--- src/rtl/if_id_reg.sv ---
// ---------------------------------------------------------------------------
// if_id_reg
// IF/ID pipeline register for the 5-stage MIPS core. Captures the fetch PC
// and the instruction word and presents them to decode. A fetch from a
// misaligned or out-of-text-segment address becomes a NOP tagged AdEL.
// The register supports hazard stall (hold) and flush (bubble). It carries
// the delay-slot flag and PC+8 for link instructions. It also keeps
// saturating stall/flush event counters.
//
// Ports
//   clk, rst           clock, synchronous active-high reset
//   stall, flush       hazard hold / bubble insert (flush wins)
//   in_pc, in_instr    fetch address and instruction memory data
//   in_bd              fetched instruction sits in a branch delay slot
//   id_pc, id_pc8      PC of the ID instruction and its link value (PC+8)
//   id_instr           ID instruction word (0 for bubble or fault)
//   id_valid           ID holds a real instruction (faulting fetches count)
//   id_bd              delay-slot flag of the ID instruction
//   id_exc, id_exccode fetch fault flag and code (4 = AdEL)
//   stall_cnt          honoured stall cycles (saturating)
//   flush_cnt          honoured flush cycles (saturating)
// ---------------------------------------------------------------------------
module if_id_reg #(
  parameter logic [31:0] TEXT_BASE = 32'h0000_3000,
  parameter logic [31:0] TEXT_END  = 32'h0000_6FFC,
  parameter int          CNT_W     = 16
) (
  input  logic             clk,
  input  logic             rst,
  input  logic             stall,
  input  logic             flush,
  input  logic [31:0]      in_pc,
  input  logic [31:0]      in_instr,
  input  logic             in_bd,
  output logic [31:0]      id_pc,
  output logic [31:0]      id_pc8,
  output logic [31:0]      id_instr,
  output logic             id_valid,
  output logic             id_bd,
  output logic             id_exc,
  output logic [4:0]       id_exccode,
  output logic [CNT_W-1:0] stall_cnt,
  output logic [CNT_W-1:0] flush_cnt
);

  localparam logic [4:0]       EXC_ADEL = 5'd4;
  localparam logic [CNT_W-1:0] CNT_ONE  = {{(CNT_W-1){1'b0}}, 1'b1};

  logic [31:0]      pc_q, pc_d;
  logic [31:0]      pc8_q, pc8_d;
  logic [31:0]      instr_q, instr_d;
  logic             valid_q, valid_d;
  logic             bd_q, bd_d;
  logic             exc_q, exc_d;
  logic [4:0]       exccode_q, exccode_d;
  logic [CNT_W-1:0] stall_cnt_q, stall_cnt_d;
  logic [CNT_W-1:0] flush_cnt_q, flush_cnt_d;

  logic fetch_fault;

  assign fetch_fault = (in_pc[1:0] != 2'b00) | (in_pc < TEXT_BASE) | (in_pc > TEXT_END);

  always_comb begin
    pc_d        = pc_q;
    pc8_d       = pc8_q;
    instr_d     = instr_q;
    valid_d     = valid_q;
    bd_d        = bd_q;
    exc_d       = exc_q;
    exccode_d   = exccode_q;
    stall_cnt_d = stall_cnt_q;
    flush_cnt_d = flush_cnt_q;

    if (flush) begin
      // The bubble keeps the fetch PC so it can be traced in the pipeline.
      pc_d      = in_pc;
      pc8_d     = in_pc + 32'd8;
      instr_d   = 32'h0;
      valid_d   = 1'b0;
      bd_d      = 1'b0;
      exc_d     = 1'b0;
      exccode_d = 5'd0;
      if (!(&flush_cnt_q)) flush_cnt_d = flush_cnt_q + CNT_ONE;
    end else if (stall) begin
      if (!(&stall_cnt_q)) stall_cnt_d = stall_cnt_q + CNT_ONE;
    end else begin
      pc_d    = in_pc;
      pc8_d   = in_pc + 32'd8;
      bd_d    = in_bd;
      valid_d = 1'b1;
      if (fetch_fault) begin
        instr_d   = 32'h0;
        exc_d     = 1'b1;
        exccode_d = EXC_ADEL;
      end else begin
        instr_d   = in_instr;
        exc_d     = 1'b0;
        exccode_d = 5'd0;
      end
    end
  end

  always_ff @(posedge clk) begin
    if (rst) begin
      pc_q        <= TEXT_BASE;
      pc8_q       <= TEXT_BASE + 32'd8;
      instr_q     <= 32'h0;
      valid_q     <= 1'b0;
      bd_q        <= 1'b0;
      exc_q       <= 1'b0;
      exccode_q   <= 5'd0;
      stall_cnt_q <= '0;
      flush_cnt_q <= '0;
    end else begin
      pc_q        <= pc_d;
      pc8_q       <= pc8_d;
      instr_q     <= instr_d;
      valid_q     <= valid_d;
      bd_q        <= bd_d;
      exc_q       <= exc_d;
      exccode_q   <= exccode_d;
      stall_cnt_q <= stall_cnt_d;
      flush_cnt_q <= flush_cnt_d;
    end
  end

  assign id_pc      = pc_q;
  assign id_pc8     = pc8_q;
  assign id_instr   = instr_q;
  assign id_valid   = valid_q;
  assign id_bd      = bd_q;
  assign id_exc     = exc_q;
  assign id_exccode = exccode_q;
  assign stall_cnt  = stall_cnt_q;
  assign flush_cnt  = flush_cnt_q;

endmodule

--- config.mk ---
export PLATFORM = sky130hd
export DESIGN_NAME = if_id_reg
export DESIGN_NICKNAME = d
export VERILOG_FILES = /design/src/rtl/if_id_reg.sv
export SDC_FILE = /design/constraint.sdc
export NUM_CORES = 1
export LEC_CHECK = 0
export BUFFER_PORTS_ARGS = -buffer_cell sky130_fd_sc_hd__buf_2
export CORE_MARGIN = 3
export CORE_UTILIZATION = 35
export DETAILED_ROUTE_END_ITERATION = 12
export SYNTH_ARGS = -nofsm -noshare
export SYNTH_HDL_FRONTEND = slang
export SYNTH_SLANG_ARGS = --single-unit
--- constraint.sdc ---
create_clock -name clk -period 4.1 [get_ports clk]
set_input_delay 0.205 -clock clk [delete_from_list [all_inputs] [get_ports clk]]
set_output_delay 0.205 -clock clk [all_outputs]
set_load 0.05 [all_outputs]
==> impl_metrics.py <==
metrics = {
    "status": {
        "status": "completed",
    },
    "critical_path": {
        "rrSetupSlack_ps": 1880,
        "r2r_start": "stall_cnt[0]",
        "reg2reg_depth": 6,
        "required_ps": 4360,
        "crit_path_end_kind": "register",
        "cp.arrival_ps": 2480,
        "reg2reg_to": "stall_cnt[4]",
        "critPathLaunchType": "register",
        "crit_fanout": 11,
        "critPathLaunch": "stall_cnt[0]",
        "crit_type": "register to register",
        "cp-endpoint": "stall_cnt[4]",
    },
    "sta": {
        "hold_ws_ps": 19.8,
        "tightest_slew_ps": 1060,
        "hold_viol": 0,
        "rsz0062_at_grt": "false",
        "fin_skew_ps": 4.92,
        "finalCritPeriodShare_pct": 54.2,
        "setup_tns_ps": 0,
        "slew_viol_final": 0,
        "relSlewSlack_pct": 29.1,
        "fmax_mhz": 450,
        "min_period_ps": 2220,
        "setup_viol_count_final": 0,
    },
    "global_route": {
        "grtUsageTotal_pct": 18.4,
        "grt_start_max_net_pins": 82,
        "grt_pass1_wl_mm": 27.4,
        "overflow": 0,
        "antenna_found_initial": 0,
        "grt_pass1_vias": 5253,
    },
    "yosys": {
        "avgSynthCellArea_um2": 8.02,
        "synth_edf_count": 0,
        "synthFlopType": "dfxtp_1",
        "ys_seq_area_share_pct": 43.3,
        "synthArstFlopShare_pct": 0,
        "synth_seq_cells": 128,
        "synthTopCellsByArea": "dfxtp_1 43%, nand2_1 7.5%, a21oi_1 7.4%",
        "synth_top_area_share_pct": 43.3,
        "synthDistinctLibCells": 58,
        "postSynthCellCount": 739,
        "syn_area_um2": 5920,
        "yosysTopAreaCell": "dfxtp_1",
        "ys.warnings.count": 0,
    },
    "pwr": {
        "swShare_pct": 27.5,
        "cellLeakagePower_uw": 0.00319,
        "cell_internal_pwr_uw": 2390,
        "p_switching_uw": 907,
        "p_per_area_nw_per_um2": 436,
        "ir_drop_uv": 365,
        "p_seq_share_pct": 39.9,
        "power_frac_clock_pct": 47.0,
        "combPwrFrac_pct": 13.1,
    },
    "placed_design": {
        "dp_hpwl_mm": 12.2,
        "place_congestion": 0.783,
        "port_buffers": 200,
    },
    "die": {
        "start_util_pct": 36.5,
        "core_area_um2": 16200,
        "fp.dieH_um": 136,
        "fp.dieW_um": 136,
        "io_pins": 205,
        "rows": 46,
        "die_area_um2": 18500,
    },
    "final_layout": {
        "fin_nets": 977,
        "num_antenna_cells": 0,
        "syn2layout_area_growth_pct": 27.5,
        "drive_gt1_share_pct": 27.5,
    },
    "clocking": {
        "cts_buffers": 17,
        "ctsResizeCount": 0,
        "cts_hold_buf": 0,
        "cts_sinks": 128,
        "cts-root-buf": "clkbuf_16",
        "path_clk_slew_ps": 60,
        "clockBufferDepth": 2,
        "clkLatencyLatePin_ps": 410,
        "cts_tree": "yes",
        "htree_num_levels": 4,
        "cts_setup_buffers": 0,
    },
    "drt": {
        "detail-route-antenna-nets": 0,
        "wl_mm": 17.5,
        "post_drt_wl_per_cell_um": 15.4,
        "dr.pass1.iters": 5,
        "drc": 0,
        "vias": 5808,
        "drtIter0Drc": 274,
        "viasPerCell": 5.13,
    },
    "hold_path": {
        "hold_path.class": "primary input to register",
        "hold_start": "in_bd",
        "min_path_cells": 3,
    },
    "run": {
        "drv_cap": 0,
    },
}
cells in the final DEF (no fill, tap or decap), types with 16 or more instances in the layout:
cell type,n
nor4_1,20
clkbuf_16,17
or4_1,48
inv_1,44
o31ai_1,16
nand2_1,119
o21ai_0,17
nand3_1,21
nor2_1,41
a21oi_1,88
dfxtp_1,128
nor3_1,17
buf_2,200
flip-flops by register name, summed over array words and instances (netlist names):
| register | flops |
|---|---|
| id_valid | 1 |
| id_instr | 32 |
| id_exccode | 1 |
| id_pc8 | 29 |
| id_bd | 1 |
| flush_cnt | 16 |
| stall_cnt | 16 |
| id_pc | 32 |
critical path, cell delays in order, from the launching register on:
cell and delay (ps):
dfxtp_1 410, ha_1 240, and4_1 210, nor4bb_2 750
buf_4 290, or4_1 120, a21oi_1 60
layout make-up:
type | instances | area (um2)
flip-flops and latches | 128 | 2560
clock inverters | 10 | 136
clock buffers | 20 | 467
fillers | 1658 | 8680
multi-input cells | 508 | 2910
well taps | 216 | 270
inverters | 44 | 165
repair buffers | 206 | 1050
cells by family after synthesis:
logic type                 synth area share [%]
other                                    0.0633
buffers and inverters                      8.24
AOI/OAI and AO/OA                          16.5
xor gates and xnor gates                   1.48
adders and majority gates                 0.634
and+or+nand+nor                            29.2
DFF                                        43.3
muxes                                     0.718
through the flow:
stage	util, %	cell area, um2	worst slack [ps]	power, uW	std cells
CTS	46.5	7550	1890	3330	1132
finish	46.5	7550	1880	3300	1132
global placement	42.8	6950	1860	1780	1102
floorplan	-	5940	1910	1650	742
detailed placement	42.8	6950	1850	1780	1102
global route	46.5	7550	1690	3420	1132
power groups by stage:
| stage | Sequential (uW) | Clock, uW | Combinational [uW] |
|---|---|---|---|
| global placement | 1340 | 0 | 436 |
| CTS | 1310 | 1580 | 436 |
| global route | 1320 | 1630 | 464 |
| detailed placement | 1340 | 0 | 436 |
| floorplan | 1490 | 0 | 150 |
| finish | 1310 | 1550 | 433 |
worst min-delay path by stage:
stage | end | slack (ps)
final | id_bd | 20
after global routing | id_bd | 20
after CTS | id_bd | 7
after detailed placement | id_valid | 440
after global placement | id_pc[17] | 430
after floorplan | id_pc[13] | 330
synth_stat cells, types with 3 or more instances:
| master | n |
|---|---|
| or3_1 | 14 |
| or4_1 | 48 |
| buf_1 | 4 |
| xor2_1 | 4 |
| and4_1 | 8 |
| nor2b_1 | 5 |
| nor2_1 | 41 |
| ha_1 | 3 |
| o31a_1 | 4 |
| nand3_1 | 21 |
| a211oi_1 | 11 |
| inv_1 | 44 |
| or3_2 | 3 |
| clkbuf_8 | 4 |
| o21ai_0 | 17 |
| nor3_1 | 17 |
| clkbuf_1 | 40 |
| o31ai_1 | 16 |
| xnor2_1 | 6 |
| a311oi_1 | 8 |
| nand4_1 | 15 |
| a21oi_1 | 88 |
| buf_4 | 9 |
| or2_2 | 3 |
| dfxtp_1 | 128 |
| nand2_1 | 119 |
| nor4_1 | 20 |
per-layer routing:
metal	vias up	track usage, %	part of all wire (%)
met1	2654	24.9	47
met3	15	5.55	6.3
met5	-	0	0
met2	160	28.4	46
met4	0	5.60	1.4
li1	2979	-	-
(Power assumes the default switching activity.)
